**config.mk**
```make
export PLATFORM = sky130hd
export DESIGN_NAME = move_list_generator_flat
export DESIGN_NICKNAME = d
export VERILOG_FILES = /design/src/rtl/move_list_generator_if.sv /design/src/rtl/move_list_generator.sv /design/src/flat_wrapper.sv
export SDC_FILE = /design/constraint.sdc
export NUM_CORES = 2
export LEC_CHECK = 0
export ABC_CLOCK_PERIOD_IN_PS = 28200
export CORE_MARGIN = 4
export CORE_UTILIZATION = 35
export CTS_CLUSTER_DIAMETER = 60
export DETAILED_ROUTE_END_ITERATION = 8
export GPL_ROUTABILITY_DRIVEN = 0
export SYNTH_ARGS = -nofsm -noshare
export SYNTH_HDL_FRONTEND = slang
export SYNTH_SLANG_ARGS = --single-unit
```
**constraint.sdc**
```tcl
create_clock -name clk -period 28.2 [get_ports clk]
set_input_delay 8.46 -clock clk [delete_from_list [all_inputs] [get_ports clk]]
set_output_delay 8.46 -clock clk [all_outputs]
set_load 0.03 [all_outputs]
```
**src/rtl/move_list_generator_if.sv**
```systemverilog
// Bus bundle between move_list_generator and its neighbours: the board
// register file, the legality checker and the move-selection logic.
// slave  : the generator's view of the bundle.
// master : the surrounding system's view of the bundle.
interface move_list_generator_if #(
  parameter int PIECE_W = 4,
  parameter int CNT_W   = 8
);
  logic [64*PIECE_W-1:0] board;
  logic                  side;
  logic                  start;
  logic                  busy;
  logic                  done;
  logic [5:0]            chk_start;
  logic [5:0]            chk_end;
  logic [PIECE_W-1:0]    chk_piece;
  logic                  chk_valid;
  logic                  chk_legal;
  logic [CNT_W-1:0]      move_count;
  logic                  overflow;
  logic [CNT_W-1:0]      rd_addr;
  logic [11:0]           rd_data;

  modport slave (
    input  board, side, start, chk_legal, rd_addr,
    output busy, done, chk_start, chk_end, chk_piece, chk_valid,
           move_count, overflow, rd_data
  );

  modport master (
    output board, side, start, chk_legal, rd_addr,
    input  busy, done, chk_start, chk_end, chk_piece, chk_valid,
           move_count, overflow, rd_data
  );
endinterface

```
**src/rtl/move_list_generator.sv**
```systemverilog
// move_list_generator: sequential legal-move enumerator.
// Snapshots the board and side on start, then walks every (src, dst) square
// pair, one per cycle, asking an external combinational checker whether the
// candidate is legal. Legal moves are appended to an internal list in
// ascending scan order and read back through a registered port.
//
// Build option MOVEGEN_SRC_SKIP_EN: a source square that is empty or holds
// an opponent piece is skipped in a single cycle instead of walking its 64
// destinations. Stored list contents are identical with or without it.
//
// state | meaning
// ------+-----------------------------------------------------------
// IDLE  | out of reset, no list produced yet
// SCAN  | walking candidates, busy = 1
// DONE  | list complete and readable, done = 1
module move_list_generator #(
  parameter int MAX_MOVES = 140,
  parameter int PIECE_W   = 4,
  parameter int COLOR_BIT = 3,
  parameter int CNT_W     = 8
) (
  input  logic                  clk,
  input  logic                  reset,
  move_list_generator_if.slave  bus
);

  typedef enum logic [1:0] {
    IDLE = 2'd0,
    SCAN = 2'd1,
    DONE = 2'd2
  } state_t;

  localparam logic [CNT_W-1:0] MAX_CNT = CNT_W'(MAX_MOVES);

  state_t                state;
  state_t                state_nxt;
  logic [64*PIECE_W-1:0] board_q;
  logic                  side_q;
  logic [11:0]           idx;
  logic [11:0]           idx_nxt;
  logic                  scan_last;
  logic [CNT_W-1:0]      move_count;
  logic                  overflow;
  logic [11:0]           rd_data_q;
  logic [11:0]           list_mem [MAX_MOVES];

  logic [5:0]            src;
  logic [5:0]            dst;
  logic [PIECE_W-1:0]    src_piece;
  logic                  own_src;
  logic                  cand_valid;
  logic                  accept;
  logic                  hit;
  logic                  wr_en;

  assign src        = idx[11:6];
  assign dst        = idx[5:0];
  assign src_piece  = board_q[int'(src)*PIECE_W +: PIECE_W];
  assign own_src    = (src_piece != '0) && (src_piece[COLOR_BIT] == side_q);
  assign cand_valid = (state == SCAN) && own_src && (src != dst);
  // start is only honoured outside SCAN, so a running scan cannot be restarted
  assign accept     = bus.start && (state != SCAN);
  assign hit        = cand_valid && bus.chk_legal;
  assign wr_en      = hit && (move_count != MAX_CNT) && !reset;

  // State register
  always_ff @(posedge clk) begin
    if (reset) state <= IDLE;
    else       state <= state_nxt;
  end

  // Next-state decode
  always_comb begin
    state_nxt = state;
    case (state)
      IDLE, DONE: if (bus.start) state_nxt = SCAN;
      SCAN:       if (scan_last) state_nxt = DONE;
      default:    state_nxt = IDLE;
    endcase
  end

  // Scan index advance and end-of-scan detection
  always_comb begin
    idx_nxt   = idx + 12'd1;
    scan_last = (idx == 12'hFFF);
`ifdef MOVEGEN_SRC_SKIP_EN
    // Nothing to move from this square: jump straight to the next source.
    if (!own_src) begin
      idx_nxt   = {src + 6'd1, 6'd0};
      scan_last = (src == 6'd63);
    end
`endif
  end

  // Board/side snapshot; only the snapshot is consulted during SCAN
  always_ff @(posedge clk) begin
    if (accept) begin
      board_q <= bus.board;
      side_q  <= bus.side;
    end
  end

  // Scan index, move counter and sticky overflow
  always_ff @(posedge clk) begin
    if (reset) begin
      idx        <= '0;
      move_count <= '0;
      overflow   <= 1'b0;
    end else if (accept) begin
      idx        <= '0;
      move_count <= '0;
      overflow   <= 1'b0;
    end else if (state == SCAN) begin
      idx <= idx_nxt;
      if (hit) begin
        if (move_count == MAX_CNT) overflow   <= 1'b1;
        else                       move_count <= move_count + CNT_W'(1);
      end
    end
  end

  // List buffer write; entries beyond move_count are never exposed
  always_ff @(posedge clk) begin
    if (wr_en) list_mem[move_count] <= {src, dst};
  end

  // Registered read port; same-cycle write is not forwarded (old contents)
  always_ff @(posedge clk) begin
    if (reset)                         rd_data_q <= '0;
    else if (bus.rd_addr < move_count) rd_data_q <= list_mem[bus.rd_addr];
    else                               rd_data_q <= '0;
  end

  assign bus.busy       = (state == SCAN);
  assign bus.done       = (state == DONE);
  assign bus.chk_start  = src;
  assign bus.chk_end    = dst;
  assign bus.chk_piece  = src_piece;
  assign bus.chk_valid  = cand_valid;
  assign bus.move_count = move_count;
  assign bus.overflow   = overflow;
  assign bus.rd_data    = rd_data_q;

endmodule

```
**src/flat_wrapper.sv**
```systemverilog
// flat-port wrapper written by rule: the top's interface ports become plain ports
module move_list_generator_flat 
#(
  parameter int MAX_MOVES = 140,
  parameter int PIECE_W   = 4,
  parameter int COLOR_BIT = 3,
  parameter int CNT_W     = 8
)
  (clk, reset, bus_board, bus_side, bus_start, bus_chk_legal, bus_rd_addr, bus_busy, bus_done, bus_chk_start, bus_chk_end, bus_chk_piece, bus_chk_valid, bus_move_count, bus_overflow, bus_rd_data);
  move_list_generator_if #(.PIECE_W(PIECE_W), .CNT_W(CNT_W)) bus_i ();
  input  logic clk;
  input  logic reset;
  input wire logic [$bits(bus_i.board)-1:0] bus_board;
  input wire logic [$bits(bus_i.side)-1:0] bus_side;
  input wire logic [$bits(bus_i.start)-1:0] bus_start;
  input wire logic [$bits(bus_i.chk_legal)-1:0] bus_chk_legal;
  input wire logic [$bits(bus_i.rd_addr)-1:0] bus_rd_addr;
  output wire logic [$bits(bus_i.busy)-1:0] bus_busy;
  output wire logic [$bits(bus_i.done)-1:0] bus_done;
  output wire logic [$bits(bus_i.chk_start)-1:0] bus_chk_start;
  output wire logic [$bits(bus_i.chk_end)-1:0] bus_chk_end;
  output wire logic [$bits(bus_i.chk_piece)-1:0] bus_chk_piece;
  output wire logic [$bits(bus_i.chk_valid)-1:0] bus_chk_valid;
  output wire logic [$bits(bus_i.move_count)-1:0] bus_move_count;
  output wire logic [$bits(bus_i.overflow)-1:0] bus_overflow;
  output wire logic [$bits(bus_i.rd_data)-1:0] bus_rd_data;
  assign bus_i.board = bus_board;
  assign bus_i.side = bus_side;
  assign bus_i.start = bus_start;
  assign bus_i.chk_legal = bus_chk_legal;
  assign bus_i.rd_addr = bus_rd_addr;
  assign bus_busy = bus_i.busy;
  assign bus_done = bus_i.done;
  assign bus_chk_start = bus_i.chk_start;
  assign bus_chk_end = bus_i.chk_end;
  assign bus_chk_piece = bus_i.chk_piece;
  assign bus_chk_valid = bus_i.chk_valid;
  assign bus_move_count = bus_i.move_count;
  assign bus_overflow = bus_i.overflow;
  assign bus_rd_data = bus_i.rd_data;
  move_list_generator #(.MAX_MOVES(MAX_MOVES), .PIECE_W(PIECE_W), .COLOR_BIT(COLOR_BIT), .CNT_W(CNT_W)) u_core (.clk(clk), .reset(reset), .bus(bus_i));
endmodule
```
==> results by group <==
Yosys
  • Post-Syn Area: 76,180 um2
  • Gate Count Post-Synth: 3,278
  • Synth async-reset ratio: 0
  • Syn Nets: 3,559
  • Yosys cell types: 50
  • Top post-synthesis cells by count: edfxtp_1 (1,937), mux4_2 (574), nor2_1 (172)
  • Register area share after synthesis: 0.7727
  • Synth top area share: 0.7635
  • #FFs+latches synth: 1,972
  • Mapped Avg Cell Area: 23.24 um2
  • Post-synth EDFFs: 1,937
  • Top cell type by total area after synthesis: edfxtp_1
  • Yosys Warn Count: 0
  • Top-count cell post-synth: edfxtp_1
  • Synth top area cells: edfxtp_1 (76%), mux4_2 (17%), mux2i_1 (1.1%)
  • Synth Flop Type: edfxtp_1

STA
  • Worst slew pin tran: 1384 ps
  • Final setup viols: 0
  • Final Cycle Share: 0.5043
  • Final WS setup: 13,980 ps
  • Hold Violations, Final: 0
  • Fin. max-slew vios: 0
  • Setup TNS: 0 ps
  • Max frequency: 70.32 MHz
  • RSZ-0062 raised after global routing: no
  • Crit path time final: 14,220 ps
  • Final Skew: 33.70 ps
  • Max_slew headroom: 0.06741
  • Fin Hold WS: 553.4 ps

Placement
  • # port buffers: 308
  • DPL Wire Length: 126,600 um
  • Setup WS pre-CTS: 14,230 ps
  • Post-place instance area: 83,270 um2

Routing
  • DR vias: 36,390
  • Post-Route WL: 203,100 um
  • Wirelength per Cell: 30.17 um
  • Detailed-route vias per instance: 5.405
  • DRC viols: 0
  • Drt pass-1 iters: 6
  • Detailed router's first-iteration violation count: 4,590
  • Final ANT Viol Nets: 0

CTS
  • Htree depth: 4
  • TritonCTS clock tree: built
  • CTS root buf: clkbuf_16
  • TritonCTS Buffers: 199
  • CTS clock-pin slew for the worst setup and hold paths: 60 ps
  • Worst skew pair latency: 840 ps
  • Post-CTS Setup Repair Bufs: 0
  • Sink Count: 1,972
  • Longest Clk Path Bufs: 3
  • CTS resizes: 0
  • Post-CTS Hold Buffers: 0

Flow run
  • # Max-Cap Violations: 0

Global route
  • Gr usage total: 0.1798
  • Largest net degree at the start of global routing: 141
  • Gr ovfl total: 0
  • Vias in the first global route: 37,270
  • First-pass GRT wire length: 286,800 um
  • Initial antenna violation count: 36

Critical path
  • Crit path max fanout: 42
  • Slowest-stage cell, CP: dfxtp_4
  • CP delay by family, top: compound AO/OA/AOI/OAI gates
  • Worst setup SP type: flop
  • CP Data Required Time: 19,740 ps
  • R2r worst-path depth: 9
  • Flop-to-flop setup slack: 22,020 ps
  • Worst path bufs/invs: 2
  • CP max stage delay: 830 ps
  • Reg-to-Reg End: u_core.list_mem[77][9]
  • CP Capture Type: output pin
  • CP Cell Sequence: buf_4 -> mux4_2 -> mux2_2 -> a22oi_1 -> o22ai_1 -> a2111o_1 -> o211ai_1 -> nor3_1 -> clkdlybuf4s50_1
  • Reg2reg start: u_core.idx[6]
  • Arr. time, crit path: 5760 ps
  • Critical path class: flop to output pin
  • Total stage count of the critical path: 9

Run status
  • Status: complete, no violations

Floorplanning
  • DIE AREA: 225,200 um2
  • Num rows: 170
  • I/O pin count: 309
  • Core Box Area: 215,500 um2
  • Starting Density: 0.3536
  • Die Wd: 474.5 um
  • Die height: 474.5 um

Hold path
  • Hold Path End: u_core.bus.overflow
  • Worst hold stages: 2
  • Hold Crit Start: u_core.bus.overflow
  • Tightest Hold Check Type: flop to flop

Layout
  • Area Overhead vs Synth: 17.60%
  • Final Util: 0.4158
  • Fillers: 18,590
  • Final net count: 4,009
  • Share of layout cells above drive strength 1: 0.2820
  • Post-route design area: 89,590 um2

Power and ir drop
  • P per Cell Area: 67.31 nW/um2
  • Pleak: 28.75 nW
  • Max IR drop VDD: 57.08 uV
## metrics by stage
stage / total power [mW] / std cells
after floorplan: 3.435 / 3278
after global placement: 3.544 / 6365
after detailed placement: 3.546 / 6365
after CTS: 6.082 / 6724
after global routing: 6.219 / 6726
final: 6.031 / 6732
## flip-flops by register name, indices dropped and copies added (netlist names)
register and cells:
u_core.idx 12, u_core.bus.overflow 1, u_core.state 2, u_core.board_q 256, u_core.bus.rd_data 12, u_core.list_mem 1680, u_core.bus.move_count 8, u_core.side_q 1
## logic make-up (layout without fill, tap and decap cells)
| group | Yosys count | in the layout | share of synthesized area |
|---|---|---|---|
| buffers and inverters | 195 | 803 | 0.01178 |
| muxes | 669 | 669 | 0.1840 |
| and+or+nand+nor | 311 | 311 | 0.01856 |
| adders and majority gates | 12 | 12 | 0.001971 |
| DFF | 1972 | 1972 | 0.7727 |
| AOI/OAI and AO/OA | 102 | 102 | 0.009066 |
| xor gates and xnor gates | 17 | 17 | 0.001954 |
| other | 0 | 8 | 0 |
## final cells by class
class | instances | area, um2 | area share
multi-input combinational | 1111 | 16700 | 0.1864
sequential | 1972 | 58910 | 0.6576
clock buffer | 251 | 5226 | 0.05833
inverter | 19 | 71.32 | 0.0007960
tap | 2838 | 3551 | 0.03963
antenna | 8 | 20.02 | 0.0002235
timing repair buffer | 425 | 4033 | 0.04501
clock inverter | 108 | 1076 | 0.01201
## worst max-delay path by stage
stage                   startpoint                    end  slack, ps
floorplan                bus_start          u_core.idx[0]       7330
global placement    bus_rd_addr[0]  u_core.bus.rd_data[7]      14220
detailed placement  bus_rd_addr[0]  u_core.bus.rd_data[9]      14230
CTS                  u_core.idx[6]          bus_chk_valid      13790
global route         u_core.idx[6]          bus_chk_valid      13610
finish               u_core.idx[6]          bus_chk_valid      13980
## report_power, final
group	internal [mW]	leakage [nW]	switching [mW]	total, mW
Sequential	3.21	19.2	0.00999	3.22
Combinational	0.126	6.53	0.134	0.260
Clock	1.42	3.05	1.13	2.55
Total	4.76	28.7	1.27	6.03
## routing by layer
layer / vias to the layer above / GRT usage / wire length (um)
li1: 14880 / - / -
met1: 19500 / 0.2451 / 81740
met2: 1666 / 0.2863 / 97810
met3: 309 / 0.04724 / 17900
met4: 24 / 0.05074 / 5522
met5: - / 0 / 163
## tightest hold or removal path, cell delays in order (launching register included)
cell and delay (ps):
dfxtp_1 380, a31oi_1 70, nor2_1 80
## placed cells by master, fill, tap and decap left out, types with 35 or more instances in the layout
master,count
buf_4,114
clkbuf_1,48
clkbuf_16,200
clkdlybuf4s50_1,303
clkinv_2,35
edfxtp_1,1937
mux2i_1,81
mux4_2,574
nand2_1,56
nor2_1,91
nor2_2,80
No activity file was read; power rests on OpenSTA's default activity.
